<file path="config.mk">
export PLATFORM = sky130hd
export DESIGN_NAME = ama_riscv_mem_arbiter
export DESIGN_NICKNAME = d
export VERILOG_FILES = /design/src/rtl/ama_riscv_pkg.sv /design/src/rtl/ama_riscv_arb_tag_pipe.sv /design/src/rtl/ama_riscv_mem_arbiter.sv
export SDC_FILE = /design/constraint.sdc
export NUM_CORES = 1
export LEC_CHECK = 0
export CAP_MARGIN = 30
export CORE_AREA = 4 4 103 105
export CTS_BUF_LIST = sky130_fd_sc_hd__clkbuf_4 sky130_fd_sc_hd__clkbuf_8
export CTS_CLUSTER_SIZE = 12
export DETAILED_ROUTE_END_ITERATION = 16
export DIE_AREA = 0 0 107 109
export PLACE_DENSITY = 0.63
export SYNTH_ARGS = -nofsm -noshare
export SYNTH_HDL_FRONTEND = slang
export SYNTH_SLANG_ARGS = --single-unit
</file>
<file path="constraint.sdc">
create_clock -name clk -period 3.49 [get_ports clk]
set_clock_uncertainty 0.05 [all_clocks]
set_input_delay 0.5235 -clock clk [delete_from_list [all_inputs] [get_ports clk]]
set_output_delay 0.5235 -clock clk [all_outputs]
set_load 0.05 [all_outputs]
</file>
<file path="src/rtl/ama_riscv_pkg.sv">
// Shared types for the unified-memory arbiter: port identifiers and the
// per-request tag that travels alongside an outstanding memory read.
package ama_riscv_pkg;

  typedef enum logic {
    ARB_PORT_I = 1'b0,
    ARB_PORT_D = 1'b1
  } arb_port_e;

  typedef struct packed {
    logic      v;
    arb_port_e port;
    logic      kill;
  } arb_tag_t;

  localparam arb_tag_t ARB_TAG_NONE = '{v: 1'b0, port: ARB_PORT_I, kill: 1'b0};

  // Marks a tag as killed when a kill is requested for the port it belongs to.
  function automatic arb_tag_t arb_tag_kill(input arb_tag_t  tag,
                                            input logic      kill_en,
                                            input arb_port_e kill_port);
    arb_tag_t res;
    res = tag;
    if (kill_en && tag.v && (tag.port == kill_port)) begin
      res.kill = 1'b1;
    end
    return res;
  endfunction

endpackage

</file>
<file path="src/rtl/ama_riscv_arb_tag_pipe.sv">
// MEM_LAT-deep shift register of read tags. A tag entering at stage 0 emerges
// at the last stage exactly MEM_LAT cycles later, lined up with mem_rdata.
// A kill request marks every in-flight tag of the named port, including the
// one being loaded in the same cycle.
module ama_riscv_arb_tag_pipe
  import ama_riscv_pkg::*;
#(
  parameter int MEM_LAT = 1
) (
  input  logic      clk,
  input  logic      rst,
  input  arb_tag_t  in_tag,
  input  logic      kill_en,
  input  arb_port_e kill_port,
  output arb_tag_t  out_tag
);

  arb_tag_t stage [MEM_LAT];

  // Shift tags one stage per cycle, applying any kill on the way through.
  always_ff @(posedge clk or posedge rst) begin
    if (rst) begin
      for (int k = 0; k < MEM_LAT; k++) begin
        stage[k] <= ARB_TAG_NONE;
      end
    end else begin
      stage[0] <= arb_tag_kill(in_tag, kill_en, kill_port);
      for (int k = 1; k < MEM_LAT; k++) begin
        stage[k] <= arb_tag_kill(stage[k-1], kill_en, kill_port);
      end
    end
  end

  assign out_tag = stage[MEM_LAT-1];

endmodule

</file>
<file path="src/rtl/ama_riscv_mem_arbiter.sv">
// Arbiter sharing one single-port unified memory between instruction fetch
// and load/store. Data wins by default; a fetch that has been stalled for
// STARVE_MAX cycles is let through once. Read responses are steered back to
// the requester using a tag pipe that matches the memory latency.
module ama_riscv_mem_arbiter
  import ama_riscv_pkg::*;
#(
  parameter int AW         = 32,
  parameter int DW         = 32,
  parameter int MEM_LAT    = 1,
  parameter int STARVE_MAX = 4
) (
  input  logic            clk,
  input  logic            rst,
  // fetch port
  input  logic            i_req_valid,
  output logic            i_req_ready,
  input  logic [AW-1:0]   i_req_addr,
  output logic            i_rsp_valid,
  output logic [DW-1:0]   i_rsp_data,
  input  logic            i_flush,
  // load/store port
  input  logic            d_req_valid,
  output logic            d_req_ready,
  input  logic [AW-1:0]   d_req_addr,
  input  logic            d_req_we,
  input  logic [DW/8-1:0] d_req_wmask,
  input  logic [DW-1:0]   d_req_wdata,
  output logic            d_rsp_valid,
  output logic [DW-1:0]   d_rsp_data,
  // memory
  output logic            mem_en,
  output logic            mem_we,
  output logic [AW-3:0]   mem_addr,
  output logic [DW/8-1:0] mem_wmask,
  output logic [DW-1:0]   mem_wdata,
  input  logic [DW-1:0]   mem_rdata
);

  localparam int SW = $clog2(STARVE_MAX + 1);

  logic [SW-1:0] starve;
  logic          starve_force;
  logic          grant_i;
  logic          grant_d;
  logic          rsp_live;
  arb_tag_t      new_tag;
  arb_tag_t      last_tag;
  logic          unused_addr_lsbs;

  // Byte offsets are irrelevant to a word-addressed memory.
  assign unused_addr_lsbs = &{1'b0, i_req_addr[1:0], d_req_addr[1:0]};

  // Pick at most one winner; reset holds both ports off so nothing leaks out.
  always_comb begin
    starve_force = i_req_valid && (starve == SW'(STARVE_MAX));
    grant_d      = !rst && d_req_valid && !starve_force;
    grant_i      = !rst && i_req_valid && !grant_d;
    i_req_ready  = grant_i;
    d_req_ready  = grant_d;
  end

  // Count how long a waiting fetch has been pushed aside by data traffic.
  always_ff @(posedge clk or posedge rst) begin
    if (rst) begin
      starve <= '0;
    end else if (!i_req_valid || grant_i) begin
      starve <= '0;
    end else if (starve != SW'(STARVE_MAX)) begin
      starve <= starve + SW'(1);
    end
  end

  // Drive the memory from whichever port won; write fields stay 0 on reads.
  always_comb begin
    mem_en    = grant_d || grant_i;
    mem_we    = 1'b0;
    mem_addr  = '0;
    mem_wmask = '0;
    mem_wdata = '0;
    if (grant_d) begin
      mem_we   = d_req_we;
      mem_addr = d_req_addr[AW-1:2];
      if (d_req_we) begin
        mem_wmask = d_req_wmask;
        mem_wdata = d_req_wdata;
      end
    end else if (grant_i) begin
      mem_addr = i_req_addr[AW-1:2];
    end
  end

  // Build the tag for this cycle's grant; stores never expect read data.
  always_comb begin
    new_tag      = ARB_TAG_NONE;
    new_tag.v    = grant_i || (grant_d && !d_req_we);
    new_tag.port = grant_d ? ARB_PORT_D : ARB_PORT_I;
  end

  ama_riscv_arb_tag_pipe #(
    .MEM_LAT (MEM_LAT)
  ) u_tag_pipe (
    .clk       (clk),
    .rst       (rst),
    .in_tag    (new_tag),
    .kill_en   (i_flush),
    .kill_port (ARB_PORT_I),
    .out_tag   (last_tag)
  );

  // Route the returning read data; a flush also blocks the fetch response
  // that happens to surface in the flush cycle itself.
  always_comb begin
    rsp_live    = last_tag.v && !last_tag.kill;
    i_rsp_valid = rsp_live && (last_tag.port == ARB_PORT_I) && !i_flush;
    d_rsp_valid = rsp_live && (last_tag.port == ARB_PORT_D);
    i_rsp_data  = i_rsp_valid ? mem_rdata : '0;
    d_rsp_data  = d_rsp_valid ? mem_rdata : '0;
  end

endmodule

</file>
Word level (Yosys, flattened, before mapping)
Index checks and enable logic that the tools add are counted.
Operators by class
  add/subtract/negate cells: 1
  multiply operators: 0
  divide/modulo/power cells: 0
  $lt $le $gt $ge: 0
  equality and inequality tests: 2
  shift operators: 0
  mux-type cells: 13
  bitwise operators: 2
  reduce and logical (&&, ||, !) cells: 23
Operator list (number)
  32-bit two-way mux: 4
  30-bit two-way mux: 2
  1-bit logical AND: 12
  4-bit two-way mux: 2
  1-bit zero test: 7
  3-bit two-way mux: 2
  3-bit by 1-bit adder with 3-bit output (second input constant): 1
  3-bit == test (second input constant): 1
  1-bit logical OR: 3
  1-bit two-way mux: 3
  3-bit inequality test (second input constant): 1
  1-bit inverter: 2
  2-bit nonzero test: 1
Word-level totals
  register bits: 6
  bits in latches: 0
  RAM bits: 0
  ROM bits: 0
  input port bits: 138
  output and inout port bits: 136
  logic and storage cells: 45
  memories: 0

Longest topological paths before layout
Gate-level depths: netlist of run 1.
  word-level depth: 10
  depth in mapped cells: 7

Modules after synthesis
A second synthesis of run 1 with hierarchy kept.
Second synthesis, totals
  cell total of the unflattened synthesis: 187
  area total of the unflattened synthesis: 1356.3 um^2
Modules (own cells, without submodules)
  ama_riscv_mem_arbiter: times used 1, cells each 181, area an instance 1260.0 um^2, sequential area each 75.1 um^2
  ama_riscv_arb_tag_pipe: times used 1, cells each 6, area an instance 96.3 um^2, sequential area each 75.1 um^2

Worst setup path before layout of run 1
Ideal clock, no wire load.
  path kind: input -> output
  start point: in i_flush
  end point: out i_rsp_data[22]
  data arrival time: 1.993 ns
  data required time: 2.917 ns
  path slack: 0.923 ns
  cell stages on the path: 3
  path buffers: 1
  cells stage by stage: nor4b_2 > clkbuf_1 > and2_1
On the way
  word-level cells in the longest chain between the ends: 3
Ends and longest elaborated chain
  start: declaration: line ama_riscv_mem_arbiter.sv:21  | input logic i_flush,
  1-bit zero test: line ama_riscv_mem_arbiter.sv:115  | i_rsp_valid = rsp_live && (last_tag.port == ARB_PORT_I) && !i_flush;
  1-bit logical AND: line ama_riscv_mem_arbiter.sv:115
  via i_rsp_valid: line ama_riscv_mem_arbiter.sv:19  | output logic i_rsp_valid,
  32-bit two-way mux: line ama_riscv_mem_arbiter.sv:117  | i_rsp_data = i_rsp_valid ? mem_rdata : '0;
  end: declaration: line ama_riscv_mem_arbiter.sv:20  | output logic [DW-1:0] i_rsp_data,
The timed path passes the listed nets, and every way through them passes these cells.

Worst setup path after layout of run 1
  start point: in i_flush
  end point: out i_rsp_data[23]
On the way
  word-level cells in the longest chain between the ends: 3
Ends and longest elaborated chain (line)
  1-bit zero test: ama_riscv_mem_arbiter.sv:115
  1-bit logical AND: ama_riscv_mem_arbiter.sv:115
  32-bit two-way mux: ama_riscv_mem_arbiter.sv:117
Every way passes these cells.

==> results of run 1 <==
power by group:
part           internal, mW  switching, mW
Clock                0.0743         0.0321
Sequential           0.0740        0.00342
Combinational         0.330          0.307
Total                 0.478          0.342
final timing paths:
| check | from | to | slack, ps | cells past startpoint |
|---|---|---|---|---|
| min in group asynchronous | rst | u_tag_pipe.out_tag[2] | 760 | 2 |
| max | i_flush | i_rsp_data[23] | 390 | 5 |
| min reg2reg | starve[1] | starve[1] | 520 | 2 |
| max reg2reg | starve[0] | starve[2] | 1950 | 6 |
| min | starve[1] | starve[1] | 520 | 2 |
| max in group asynchronous | rst | u_tag_pipe.out_tag[0] | 2420 | 2 |
cells in the final DEF (no fill, tap or decap), drive strengths merged, types with 3 or more instances in the layout:
master and n:
a22o 30, clkbuf 3, and2 101, clkdlybuf4s50 200, nor2 3, nand2 6, buf 74, dfrtp 6
inv 3
layer usage:
| layer | vias to the layer above | part of all wire |
|---|---|---|
| met5 | - | 0 |
| met4 | 0 | 0.022 |
| met3 | 12 | 0.11 |
| met2 | 160 | 0.54 |
| li1 | 1130 | - |
| met1 | 957 | 0.32 |
stage by stage:
stage | hold slack (ps) | util | instance area, um^2
floorplan | 264 | - | 1320
global placement | 499 | 0.501 | 4830
detailed placement | 518 | 0.501 | 4830
CTS | 523 | 0.505 | 4870
global route | 544 | 0.505 | 4870
finish | 519 | 0.505 | 4870
worst min-delay path: stages, from the launching register on:
cell     delay (ps)
dfrtp_1         390
nand2_1          60
o22ai_1          70
flip-flops by register name, indices dropped and copies added, names as in the netlist:
signal,cells
starve,3
u_tag_pipe.out_tag,3
synthesized netlist by cell type, drive strengths merged:
cell	number
nor4bb	1
and3b	1
nand2	6
dfrtp	6
nor2	3
buf	10
and3	1
nor3b	1
o22ai	2
and2	101
nand2b	1
clkbuf	6
nor3	2
a21oi	1
ha	2
inv	3
nor4b	1
o21ai	2
a22o	30
nand3	1
cells by family (layout without fill, tap and decap cells):
kind of cell	after synthesis	in the layout	synth area share
adder cells (fa/ha/maj)	2	2	0.0190
AND/OR/NAND/NOR	119	119	0.575
flip-flops	6	6	0.114
buffers and inverters	19	280	0.0692
AO/OA/AOI/OAI	35	35	0.223
cell type report:
cell class                 instances  area share
multi-input combinational        156       0.225
clock buffer                       3     0.00848
tap                              133      0.0342
sequential                         6      0.0308
timing repair buffer             274       0.700
inverter                           3     0.00231
==> results.sh, run 1 <==
export IMPL_crit_arrival_ps=2520
export IMPL_vdd_drop_max_uv=93.2
export IMPL_cts_root_buf="clkbuf_8"
export IMPL_fp_coreArea_um2=9640
export IMPL_slowest_delay_ps=800
export IMPL_cts_resized_gates=0
export IMPL_grt_pass1_wl_um=12300
export IMPL_hold_viol_final=0
export IMPL_rsz0062_at_grt="no"
export IMPL_dpl_cell_count=572
export IMPL_grt_pass1_vias=2325
export IMPL_design_power_total_mw=0.820
export IMPL_die_h_um=109
export IMPL_ys_warn_count=0
export IMPL_syn_avg_cell_area_um2=7.29
export IMPL_ant_nets=0
export IMPL_io_pins=274
export IMPL_start_util=0.137
export IMPL_use_met2=0.268
export IMPL_critPathMaxFanout=33
export IMPL_synth_area_um2=1320
export IMPL_syn2layout_area_growth_pct=269
export IMPL_clk_pin_slew_worst_paths_ps=40
export IMPL_grt_busiest_layer="met2"
export IMPL_drc=0
export IMPL_syn_instance_count=181
export IMPL_grt_util_met1=0.127
export IMPL_cap_violations=0
export IMPL_crit_slowest_cell="clkdlybuf4s50_1"
export IMPL_ctsHoldBuffers=0
export IMPL_setup_viol=0
export IMPL_overflow=0
export IMPL_worst_setup_path_start_kind="input port"
export IMPL_fillers=908
export IMPL_cts_buffers=3
export IMPL_fmax_mhz=323
export IMPL_tritoncts="built"
export IMPL_synth_fp_nets=321
export IMPL_worst_pin_slew_ps=518
export IMPL_n_antenna_cell=0
export IMPL_ys_seq_elements=6
export IMPL_firstDrtPassIters=4
export IMPL_critPathBufInv=3
export IMPL_via_count=2259
export IMPL_synth_cell_types=21
export IMPL_drv_slew=0
export IMPL_status="finished, final reports clean"
export IMPL_cp_data_required_time_ps=2920
export IMPL_final_period_utilization=0.888
export IMPL_yosys_area_top_type_share=0.479
export IMPL_layout_drive_gt1_share=0.186
export IMPL_ff_latch_area_um2=150
export IMPL_relSlewSlack=0.653
export IMPL_leakage_nw=1.94
export IMPL_viasPerCell=3.93
export IMPL_fin_tns_setup_ps=0
export IMPL_pre_cts_ws_ps=380
export IMPL_detail_route_wirelength_um=8680
export IMPL_grtUsageTotal=0.136
export IMPL_htreeDepth=1
export IMPL_crit_path_end_kind="primary output"
export IMPL_multi_input_area_um2=1090
export IMPL_cpMostUsedCell="clkdlybuf4s50_1"
export IMPL_cts_setup_buffers=0
export IMPL_drtIter0Drc=32
export IMPL_fin_crit_ps=3100
export IMPL_use_met3=0.0539
export IMPL_cts_path_max_buffers=2
export IMPL_core_rowCount=36
export IMPL_synth_seq_area_share=0.114
export IMPL_hp_class="flop to flop"
export IMPL_clkLatencyLatePin_ps=230
export IMPL_grt_max_degree=38
export IMPL_die_w_um=107
export IMPL_synth_area_leaders="and2_1, a22o_1, dfrtp_1, buf_2, ha_1"
export IMPL_clock_sinks=6
export IMPL_fin_nets=584
export IMPL_instances_no_fill=575
export IMPL_die_area_um2=11700
export IMPL_finalWorstSetupSlack_ps=392
export IMPL_antenna_found_initial=0
export IMPL_synth_top_area_cell="and2_1"
export IMPL_path_class="input port to primary output"
export IMPL_crit_family="buffers and inverters"
export IMPL_hpwlAfterDp_um=7920
export IMPL_port_buffers=269
export IMPL_worstPathCellList="clkdlybuf4s50_1 > nor4b_4 > buf_4 > and2_1 > clkdlybuf4s50_1"
export IMPL_cellPowerDensity_nw_per_um2=168
export IMPL_avgRoutedWirePerCell_um=15.1
export IMPL_gp_congestion=0.759
No activity file was read; power rests on OpenSTA's default activity.
==> run 2: changes to the inputs <==
Settings changed: CTS_CLUSTER_DIAMETER set to 150.
==> results of run 2 <==
Final layout, timing and power as in run 1 (identical DEF).
==> run 3: changes to the inputs <==
Settings changed: ABC_AREA set to 1, CORE_AREA 4 4 103 105 to 4 4 104 106, DIE_AREA 0 0 107 109 to 0 0 108 110.
==> run 3 against run 2 <==
Count of clock-buffer cells in the layout stayed put. Critical path type unchanged. Sequential power shrank 0.9%. Clock power is essentially flat. Cell count up 24%. Worst hold slack worse by 56 ps. Sequential cell count did not move. Critical path depth is 3 higher. Combinational power grew 2%. Largest power group unchanged. First-iteration DRC count increased to 3.0 times the previous value.
==> results.sh, run 3 <==
export IMPL_antenna_found_initial=0
export IMPL_drc=0
export IMPL_synth_cell_types=17
export IMPL_synth_area_leaders="nand2_1, nor2_1, inv_1, dfrtp_1, buf_6"
export IMPL_synth_top_area_cell="nand2_1"
export IMPL_cap_violations=0
export IMPL_grt_pass1_vias=2539
export IMPL_p_seq_frac=0.093
export IMPL_synthTopCellsByCount="nand2_1, nor2_1, inv_1"
export IMPL_cellPowerDensity_nw_per_um2=184
export IMPL_p_comb_frac=0.781
export IMPL_detail_route_wirelength_um=8940
export IMPL_slowest_delay_ps=520
export IMPL_vdd_drop_max_uv=89.0
export IMPL_ys_async_sr_fraction=1.00
export IMPL_crit_slowest_cell="clkdlybuf4s50_1"
export IMPL_gp_congestion=0.742
export IMPL_tritoncts="built"
export IMPL_cts_root_buf="clkbuf_8"
export IMPL_critPathBufInv=3
export IMPL_ys_seq_elements=6
export IMPL_path_class="input port to primary output"
export IMPL_cts_buffers=3
export IMPL_fin_util=0.461
export IMPL_setup_viol=0
export IMPL_crit_family="buffers and inverters"
export IMPL_worstPathCellList="clkdlybuf4s50_1 > nand3_1 > nand2_2 > nand2_2 > inv_2 > nand2_1 > nand2_1 > buf_12"
export IMPL_p_sw_frac=0.455
export IMPL_p_switching_mw=0.377
export IMPL_ctsHoldBuffers=0
export IMPL_hpwlAfterDp_um=7770
export IMPL_grt_max_degree=39
export IMPL_fin_crit_ps=2820
export IMPL_status="finished, final reports clean"
export IMPL_cts_path_max_buffers=2
export IMPL_fmax_mhz=355
export IMPL_cts_resized_gates=0
export IMPL_syn_instance_count=323
export IMPL_port_buffers=269
export IMPL_overflow=0
export IMPL_hp_class="flop to flop"
export IMPL_grtUsageTotal=0.132
export IMPL_ys_warn_count=0
export IMPL_crit_path_end_kind="primary output"
export IMPL_via_count=2748
export IMPL_critPathMaxFanout=31
export IMPL_core_rowCount=36
export IMPL_ant_nets=0
export IMPL_leakage_nw=2.26
export IMPL_hold_viol_final=0
export IMPL_clockPowerShare=0.126
export IMPL_firstDrtPassIters=4
export IMPL_cp_data_required_time_ps=2920
export IMPL_die_area_um2=11900
export IMPL_clkLatencyLatePin_ps=220
export IMPL_intPower_mw=0.451
export IMPL_viasPerCell=3.86
export IMPL_fp_coreArea_um2=9770
export IMPL_fin_tns_setup_ps=0
export IMPL_avgRoutedWirePerCell_um=12.6
export IMPL_n_antenna_cell=0
export IMPL_final_period_utilization=0.808
export IMPL_most_common_layout_cells="clkdlybuf4s50_1, nand2_1, nor2_1, buf_4, inv_1"
export IMPL_clk_pin_slew_worst_paths_ps=40
export IMPL_syn2layout_area_growth_pct=217
export IMPL_start_util=0.145
export IMPL_synth_fp_nets=463
export IMPL_layout_drive_gt1_share=0.195
export IMPL_final_common_cell="clkdlybuf4s50_1"
export IMPL_synth_ff_type="dfrtp_1"
export IMPL_die_h_um=110
export IMPL_rsz0062_at_grt="no"
export IMPL_drv_slew=0
export IMPL_synth_area_um2=1420
export IMPL_synth_edf_count=0
export IMPL_clock_sinks=6
export IMPL_io_pins=274
export IMPL_crit_arrival_ps=2250
export IMPL_grt_pass1_wl_um=12500
export IMPL_syn_avg_cell_area_um2=4.40
export IMPL_fin_nets=721
export IMPL_post_synth_top_count_cell="nand2_1"
export IMPL_worst_setup_path_start_kind="input port"
export IMPL_synth_seq_area_share=0.106
export IMPL_cts_setup_buffers=0
export IMPL_relSlewSlack=0.606
export IMPL_htreeDepth=1
export IMPL_drtIter0Drc=95
export IMPL_yosys_area_top_type_share=0.349
export IMPL_die_w_um=108
export IMPL_worst_pin_slew_ps=590
-- run 3: worst paths after layout --
| path | slack [ps] | endpoint | from | depth (start not counted) |
|---|---|---|---|---|
| max reg2reg | 1970 | u_tag_pipe.out_tag[1] | starve[0] | 5 |
| max | 670 | mem_addr[4] | i_req_valid | 8 |
| min reg2reg | 460 | starve[0] | starve[0] | 1 |
| min in group asynchronous | 600 | starve[2] | rst | 2 |
| max in group asynchronous | 2580 | u_tag_pipe.out_tag[2] | rst | 2 |
| min | 460 | starve[0] | starve[0] | 1 |
-- run 3: area by class of cell --
cell class | instances | area, um^2
Multi-Input combinational cell | 252 | 983
Clock buffer | 3 | 41.3
Inverter | 45 | 169
Tap cell | 133 | 166
Fill cell | 977 | 5270
Timing Repair Buffer | 273 | 2990
Sequential cell | 6 | 150
-- run 3: through the flow --
| stage | worst slack [ps] | instances | power, mW | hold WS (ps) | area (um^2) |
|---|---|---|---|---|---|
| 2_1_floorplan | 1150 | 323 | 0.383 | 273 | 1420 |
| 3_3_place_gp | 701 | 709 | 0.724 | 444 | 4460 |
| 3_5_place_dp | 682 | 709 | 0.729 | 458 | 4460 |
| 4_1_cts | 671 | 712 | 0.838 | 465 | 4500 |
| 5_1_grt | 479 | 712 | 0.873 | 486 | 4500 |
| 6_report | 671 | 712 | 0.828 | 463 | 4500 |
-- run 3: cell families after synthesis --
logic type / share of synthesized area
DFF: 0.106
adders and majority gates: 0.0176
AOI/OAI and AO/OA: 0.0229
buffers and inverters: 0.202
and+or+nand+nor: 0.651
-- run 3: layer usage --
layer / vias to the layer above / track usage / part of all wire
li1: 1427 / - / -
met1: 1144 / 0.123 / 0.33
met2: 163 / 0.261 / 0.52
met3: 14 / 0.0501 / 0.13
met4: 0 / 0.0478 / 0.023
met5: - / 0 / 0
-- run 3: power by group through the flow --
stage / logic [mW] / registers [mW] / clock network (mW)
floorplan: 0.306 / 0.0770 / 0
global placement: 0.646 / 0.0774 / 0
detailed placement: 0.652 / 0.0777 / 0
CTS: 0.653 / 0.0768 / 0.108
global route: 0.681 / 0.0773 / 0.115
finish: 0.647 / 0.0767 / 0.105
